$ cat src/rtl/rotate_arbiter_if.sv
// Request/grant bundle between a set of requesters and rotate_arbiter.
//   master : drives requests/accept/last/prio_load/prio_in, observes grant side
//   slave  : the arbiter; drives grants/grant_valid/grant_id/prio/locked
interface rotate_arbiter_if #(
  parameter int SIZE = 4,
  parameter int PW   = (SIZE > 2) ? $clog2(SIZE) : 1
);
  logic [SIZE-1:0] requests;
  logic            accept;
  logic            last;
  logic            prio_load;
  logic [PW-1:0]   prio_in;
  logic [SIZE-1:0] grants;
  logic            grant_valid;
  logic [PW-1:0]   grant_id;
  logic [PW-1:0]   prio;
  logic            locked;

  modport master (
    output requests, accept, last, prio_load, prio_in,
    input  grants, grant_valid, grant_id, prio, locked
  );
  modport slave (
    input  requests, accept, last, prio_load, prio_in,
    output grants, grant_valid, grant_id, prio, locked
  );
endinterface

$ cat src/rtl/rotate_arbiter.sv
// Round-robin arbiter with a registered rotating priority pointer and an
// optional packet lock that holds the grant until a last beat is accepted.
//   clock, reset_n : rising-edge clock, async active-low reset
//   bus (slave)    : requests/accept/last/prio_load/prio_in in,
//                    grants/grant_valid/grant_id/prio/locked out
// Grant outputs are purely combinational from requests and state.
module rotate_arbiter #(
  parameter int SIZE = 4,
  parameter int LOCK = 1,
  parameter int PW   = (SIZE > 2) ? $clog2(SIZE) : 1
) (
  input  logic           clock,
  input  logic           reset_n,
  rotate_arbiter_if.slave bus
);
  logic [PW-1:0]   prio_q, lock_id_q;
  logic            locked_q;
  logic [SIZE-1:0] hi_mask, req_hi, pick, gnt;
  logic [PW-1:0]   gnt_id, prio_inc;
  logic            gnt_vld, acc, done, lock_set, lock_clr, load_ok;

  // Lanes at or above the pointer form the first search window; if none of
  // them request, the wrapped window is simply the lowest set request.
  for (genvar g = 0; g < SIZE; g++) begin : g_lane
    assign hi_mask[g] = (PW'(g) >= prio_q);
  end

  assign req_hi = bus.requests & hi_mask;
  assign pick   = (|req_hi) ? req_hi : bus.requests;

  always_comb begin
    gnt    = '0;
    gnt_id = '0;
    if (locked_q) begin
      // Only the lock owner may be granted, even when it has dropped out.
      for (int i = 0; i < SIZE; i++)
        if (lock_id_q == PW'(i)) gnt[i] = bus.requests[i];
      gnt_id = (|gnt) ? lock_id_q : '0;
    end else begin
      // Descending scan so the lowest set bit of pick wins.
      for (int i = SIZE - 1; i >= 0; i--)
        if (pick[i]) begin
          gnt    = '0;
          gnt[i] = 1'b1;
          gnt_id = PW'(i);
        end
    end
  end

  assign gnt_vld  = |gnt;
  assign acc      = gnt_vld & bus.accept;
  assign done     = acc & ((LOCK == 0) | bus.last);
  assign lock_set = (LOCK != 0) && acc && !bus.last && !locked_q;
  assign lock_clr = locked_q && done;
  assign prio_inc = (gnt_id == PW'(SIZE - 1)) ? '0 : gnt_id + 1'b1;
  assign load_ok  = bus.prio_load && ({1'b0, bus.prio_in} < (PW+1)'(SIZE));

  always_ff @(posedge clock or negedge reset_n) begin
    if (!reset_n) begin
      prio_q    <= '0;
      locked_q  <= 1'b0;
      lock_id_q <= '0;
    end else begin
      // An explicit load beats the post-grant advance.
      if (load_ok)   prio_q <= bus.prio_in;
      else if (done) prio_q <= prio_inc;
      if (lock_set) begin
        locked_q  <= 1'b1;
        lock_id_q <= gnt_id;
      end else if (lock_clr) begin
        locked_q  <= 1'b0;
      end
    end
  end

  assign bus.grants      = gnt;
  assign bus.grant_valid = gnt_vld;
  assign bus.grant_id    = gnt_id;
  assign bus.prio        = prio_q;
  assign bus.locked      = locked_q;
endmodule

$ cat src/flat_wrapper.sv
// flat-port wrapper written by rule: the top's interface ports become plain ports
module rotate_arbiter_flat 
#(
  parameter int SIZE = 4,
  parameter int LOCK = 1,
  parameter int PW   = (SIZE > 2) ? $clog2(SIZE) : 1
)
  (clock, reset_n, bus_requests, bus_accept, bus_last, bus_prio_load, bus_prio_in, bus_grants, bus_grant_valid, bus_grant_id, bus_prio, bus_locked);
  rotate_arbiter_if #(.SIZE(SIZE), .PW(PW)) bus_i ();
  input  logic clock;
  input  logic reset_n;
  input wire logic [$bits(bus_i.requests)-1:0] bus_requests;
  input wire logic [$bits(bus_i.accept)-1:0] bus_accept;
  input wire logic [$bits(bus_i.last)-1:0] bus_last;
  input wire logic [$bits(bus_i.prio_load)-1:0] bus_prio_load;
  input wire logic [$bits(bus_i.prio_in)-1:0] bus_prio_in;
  output wire logic [$bits(bus_i.grants)-1:0] bus_grants;
  output wire logic [$bits(bus_i.grant_valid)-1:0] bus_grant_valid;
  output wire logic [$bits(bus_i.grant_id)-1:0] bus_grant_id;
  output wire logic [$bits(bus_i.prio)-1:0] bus_prio;
  output wire logic [$bits(bus_i.locked)-1:0] bus_locked;
  assign bus_i.requests = bus_requests;
  assign bus_i.accept = bus_accept;
  assign bus_i.last = bus_last;
  assign bus_i.prio_load = bus_prio_load;
  assign bus_i.prio_in = bus_prio_in;
  assign bus_grants = bus_i.grants;
  assign bus_grant_valid = bus_i.grant_valid;
  assign bus_grant_id = bus_i.grant_id;
  assign bus_prio = bus_i.prio;
  assign bus_locked = bus_i.locked;
  rotate_arbiter #(.SIZE(SIZE), .LOCK(LOCK), .PW(PW)) u_core (.clock(clock), .reset_n(reset_n), .bus(bus_i));
endmodule
$ cat config.mk
export PLATFORM = sky130hd
export DESIGN_NAME = rotate_arbiter_flat
export DESIGN_NICKNAME = d
export VERILOG_FILES = /design/src/rtl/rotate_arbiter_if.sv /design/src/rtl/rotate_arbiter.sv /design/src/flat_wrapper.sv
export SDC_FILE = /design/constraint.sdc
export NUM_CORES = 1
export LEC_CHECK = 0
export BUFFER_PORTS_ARGS = -buffer_cell sky130_fd_sc_hd__buf_2
export CAP_MARGIN = 20
export CORE_MARGIN = 2
export CORE_UTILIZATION = 40
export CTS_CLUSTER_DIAMETER = 30
export DETAILED_ROUTE_END_ITERATION = 6
export GPL_ROUTABILITY_DRIVEN = 0
export PLACE_DENSITY = 0.67
export SETUP_SLACK_MARGIN = 0.15
export SYNTH_ARGS = -nofsm -noshare
export SYNTH_HDL_FRONTEND = slang
export SYNTH_SLANG_ARGS = --single-unit
export TNS_END_PERCENT = 5
$ cat constraint.sdc
create_clock -name clock -period 2.3 [get_ports clock]
set_input_delay 0.23 -clock clock [delete_from_list [all_inputs] [get_ports clock]]
set_output_delay 0.23 -clock clock [all_outputs]
set_load 0.01 [all_outputs]
# Word level (Yosys, flattened, before mapping)
# Cells that the tools add are included.
word_totals:
  in_bits: 11
  out_inout_bits: 10
  regBits: 5
op_classes:
  n_reduce_logical: 11
  n_bitwise: 3
  addsub: 1
  eq_ne: 4
  muxes: 25
  magnitude_cmp: 4
op_table:
  columns: ["operator", "count"]
  rows:
  - ["two-way mux 4 bit", 6]
  - ["two-way mux 2 bit", 9]
  - ["OR reduction 4 bit", 3]
  - ["two-way mux 1 bit", 10]
  - ["equality test 2 bit, second input constant", 3]
  - ["bitwise AND 4 bit", 1]
  - [">= comparator 1 x 2 -> 1 bit, first input constant", 2]
  - [">= comparator 2 bit, first input constant", 2]
  - ["nonzero test 2 bit", 2]
  - ["logical AND 1 bit", 3]
  - ["adder 2 x 1 -> 2 bit, second input constant", 1]
  - ["bitwise AND 1 bit", 2]
  - ["equality test 2 x 1 -> 1 bit, second input constant", 1]
  - ["logical NOT 1 bit", 2]
  - ["logical NOT 2 bit", 1]

# Logic depth before layout (Yosys ltp)
depth:
  word_depth: 15
  ltp_mapped: 10
  mapped_depth_nobuf: 9

# Worst setup path after synthesis
# No wires, ideal clock.
synth_timing:
  kind: "reg2reg"
  from: "register u_core.prio_q[1], in the netlist u_core.bus.prio[1]"
  to: "register u_core.prio_q[1], in the netlist u_core.bus.prio[1]"
  setup_time_ps: 126
  arrival_time_ps: 2071
  path_buffers: 1
  path_slack_ps: 103
  stages_incl_launch_ff: 10
  path_cell_list: "dfrtp_1 > buf_2 > o21a_1 > o32ai_2 > a211oi_1 > o21ai_0 > nand2_1 > ha_1 > nor2b_1 > a221o_1"
synth_via:
  elab_chain_cells: 13
  elab_cells_between_ends: 26
synth_rtl:
  columns: ["item", "line", "text"]
  rows:
  - ["start, declared", "rotate_arbiter.sv:16", "logic [PW-1:0] prio_q, lock_id_q;"]
  - ["start signal, assigned", "rotate_arbiter.sv:65", "if (load_ok) prio_q <= bus.prio_in;"]
  - ["start signal, assigned", "rotate_arbiter.sv:66", "else if (done) prio_q <= prio_inc;"]
  - [">= comparator 1 x 2 -> 1 bit / >= comparator 2 bit (equally long branches)", "rotate_arbiter.sv:25", "assign hi_mask[g] = (PW'(g) >= prio_q);"]
  - ["bitwise AND 4 bit (*)", "rotate_arbiter.sv:28", "assign req_hi = bus.requests & hi_mask;"]
  - ["OR reduction 4 bit", "rotate_arbiter.sv:29", "assign pick = (|req_hi) ? req_hi : bus.requests;"]
  - ["two-way mux 4 bit (*)", "rotate_arbiter.sv:29", null]
  - ["two-way mux 2 bit (3 in series)", "rotate_arbiter.sv:42", "if (pick[i]) begin"]
  - ["two-way mux 2 bit (*)", "rotate_arbiter.sv:42", null]
  - ["two-way mux 2 bit (*)", "rotate_arbiter.sv:34", "if (locked_q) begin"]
  - ["via bus_grant_id[1]", "flat_wrapper.sv:19", "output wire logic [$bits(bus_i.grant_id)-1:0] bus_grant_id;"]
  - ["adder 2 x 1 -> 2 bit / equality test 2 bit (equally long branches)", "rotate_arbiter.sv:55", "assign prio_inc = (gnt_id == PW'(SIZE - 1)) ? '0 : gnt_id + 1'b1;"]
  - ["two-way mux 2 bit (*)", "rotate_arbiter.sv:55", null]
  - ["two-way mux 2 bit (*)", "rotate_arbiter.sv:66", null]
  - ["two-way mux 2 bit (*)", "rotate_arbiter.sv:65", null]
# Mark *: on every way through the listed nets, which the timed path passes. The rest lies on a longest branch. The select of a mux whose other input is x is not followed.
# A chain may end at the register's enable or synchronous reset.

# Final worst setup path
layout_timing:
  from: "register u_core.prio_q[1], in the netlist u_core.bus.prio[1]"
  to: "output port bus_grant_valid"
layout_via:
  elab_chain_cells: 10
  elab_cells_between_ends: 13
layout_rtl:
  columns: ["item", "line", "text"]
  rows:
  - [">= comparator 1 x 2 -> 1 bit / >= comparator 2 bit (equally long branches)", "rotate_arbiter.sv:25", null]
  - ["bitwise AND 4 bit (*)", "rotate_arbiter.sv:28", null]
  - ["OR reduction 4 bit", "rotate_arbiter.sv:29", null]
  - ["two-way mux 4 bit (*)", "rotate_arbiter.sv:29", null]
  - ["two-way mux 4 bit (3 in series)", "rotate_arbiter.sv:42", null]
  - ["two-way mux 4 bit (*)", "rotate_arbiter.sv:42", null]
  - ["two-way mux 4 bit (*)", "rotate_arbiter.sv:34", null]
  - ["OR reduction 4 bit (*)", "rotate_arbiter.sv:50", "assign gnt_vld = |gnt;"]
  - ["end, declared", "flat_wrapper.sv:18", "output wire logic [$bits(bus_i.grant_valid)-1:0] bus_grant_valid;"]
# Every way passes the cells marked *; elsewhere a longest branch is shown, timed or not.

==> out/qor.txt <==
Footprint of the multi-input gates - 430 sq um
Std cell rows - 13
Pre-CTS WS - 0.150 ns
Setup TNS - 0 ns
Post-synthesis register bit count - 5
Synth warn - 0
Fin worst setup slack - 0.174 ns
CP Class - reg2out
Hold_sp - bus_prio_in[1]
Pin count of the biggest net entering global routing - 14
Sequential Area - 128 sq um
DR iter-0 viols - 17
Max-Cap Viols - 0
CP Launch Point - u_core.bus.prio[1]
Min-Delay Path Class - in2reg
Startpoint types - flip-flop
EDFF count, synth - 0
Htree depth - 1
Fill cells - 123
Initial Utilization - 0.425
Cells after synthesis - 65
Post-synth top area share - 0.226
Netlist Area Pre-Place - 553 sq um
Arrival time worst endpoint - 1.90 ns
Worst Reg-to-Reg Cells - 7
Setup crit end - bus_grant_valid
Fin cells - 107
Tot GR Track Use - 0.184
Clock skew - 0.0102 ns
Final WL - 1530 um
Die W - 41.2 um
Wire length per cell - 14.3 um
Worst R2R Setup Slack - 0.18 ns
Clk_lat worst skew - 0.26 ns
Power Dens Cells - 1020 mW/mm^2
Lkg Pwr - 0.360 nW
Ranking of synthesized cells by area - dfrtp_1 (23%), mux2_2 (6.1%), o41ai_2 (5.9%)
Die H - 41.2 um
Netlist cell types - 32
I/O pin count - 21
Register area share after synthesis - 0.226
Top cells by count, synth - nor2_1 (6), a21oi_1 (5), dfrtp_1 (5), nand2_1 (5), o21ai_0 (5)
Pre-antenna DRT Iters - 4
Status - complete, no violations
Hpwl dp - 1030 um
Total CTS buffers - 3
Critical path endpoint category - output pin
Nets - 105
Vias/cell - 5.63
Worst rel slew slack - 0.683
Reg-to-reg startpoint - u_core.bus.prio[1]
Sink Count - 5
Period utilization - 0.924
Ratio of cells with drive above 1 in the final layout - 0.446
Fmax - 0.470 GHz
Initial antenna violation count - 0
Die ar. - 0.00170 sq mm
Min Tclk post-route - 2.13 ns
ANT nets after route - 0
CTS tree - yes
Most frequent cell after synthesis - nor2_1
Clock Path Buffers - 2
Finish-stage setup viols - 0
Worst VDD drop - 573 uV
Core Footprint - 0.00130 sq mm
Grt ovf - 0
# DRC - 0
Crit-path max FO - 7
Ant. Diodes - 0
Dpl cells - 97
Cell taking the most area after synthesis - dfrtp_1
Via count - 602
RSZ-0062 raised after global routing - no
Synth-to-Final Area Change - 38.5%
Min-Delay Path Depth - 2
Worst-path clk slew - 0.05 ns
Ys async rst share - 1.00
First-pass GRT wire length - 2060 um
Root Driver - clkbuf_4
Main flop type after synthesis - dfrtp_1
Net count after synthesis - 77
Number of global-route vias before repair - 494
Port Buf Inserts - 20
Fin. Hold Viols - 0
Reg2reg end - u_core.lock_id_q[0]
Worst EP required - 2.07 ns
Worst-margin pin slew - 0.476 ns
Slew Limit Fails - 0
Synth Area per Inst - 8.51 sq um
how the worst min path moves through the flow:
stage | slack [ns] | end
CTS | 0.22 | u_core.bus.prio[0]
finish | 0.21 | u_core.bus.prio[1]
floorplan | -0.07 | u_core.bus.locked
global placement | 0.04 | u_core.lock_id_q[0]
global route | 0.24 | u_core.bus.prio[1]
detailed placement | 0.04 | u_core.bus.prio[0]
per-layer routing:
metal  GRT usage  vias to the layer above  share of wire
met5           0                        -              0
met4      0.0726                        0          0.013
met3           0                        3          0.052
li1            -                      296              -
met2       0.297                       30           0.50
met1       0.259                      273           0.43
flip-flops by register name, indices dropped and copies added (netlist names):
register / flops
u_core.bus.prio: 2
u_core.lock_id_q: 2
u_core.bus.locked: 1
final cells by class:
| cell class | instances | area share |
|---|---|---|
| tap | 15 | 0.0245 |
| sequential | 5 | 0.167 |
| inverter | 4 | 0.0196 |
| timing repair buffer | 26 | 0.193 |
| multi-input combinational | 53 | 0.562 |
| clock buffer | 4 | 0.0343 |
timing repair:
item / CTS / global route
pin swaps: 0 / 5
resized for setup: 1 / 3
setup buffers: 0 / 5
hold endpoints to repair: 5 / 0
hold buffers: 1 / 0
endpoints found under the setup margin: 1 / 2
power by group:
group	total, W	switching [W]	leakage [nW]	internal [W]
registers	0.000206	0.0000853	0.0586	0.000121
logic	0.000463	0.000227	0.286	0.000236
clock network	0.000109	0.0000427	0.0150	0.0000660
total	0.000777	0.000355	0.360	0.000423
worst max-delay path, cell delays in order (launching register included):
cell and delay [ns]:
dfrtp_2 0.46, o21a_1 0.17, o32ai_4 0.29, buf_4 0.18
o41ai_2 0.08, a211o_4 0.31, buf_2 0.15
cell usage in the layout (no fill, tap or decap), drive strengths merged, types with 2 or more instances in the layout:
| cell type | instances |
|---|---|
| and3 | 2 |
| o41ai | 2 |
| dfrtp | 5 |
| inv | 4 |
| nand3 | 2 |
| a21oi | 5 |
| nand2 | 5 |
| nor3 | 2 |
| nand2b | 2 |
| mux2 | 3 |
| nor2b | 3 |
| o21ai | 5 |
| nor2 | 6 |
| buf | 25 |
| clkbuf | 4 |
cells by family after synthesis:
| logic type | count (synthesis) | synth area share |
|---|---|---|
| compound gates | 22 | 0.357 |
| fa+ha+maj | 1 | 0.0226 |
| buf+inv | 7 | 0.0656 |
| flops | 5 | 0.226 |
| mux | 4 | 0.0792 |
| simple gates | 26 | 0.249 |
through the flow:
step	hold WS, ns	power, W	util	area (sq um)
finish	0.213	0.000777	0.588	766
global route	0.238	0.000833	0.588	766
CTS	0.221	0.000727	0.550	716
detailed placement	0.0442	0.000617	0.521	678
global placement	0.0443	0.000618	0.521	678
floorplan	-0.0656	0.000500	-	587
No activity file was read; power rests on OpenSTA's default activity.
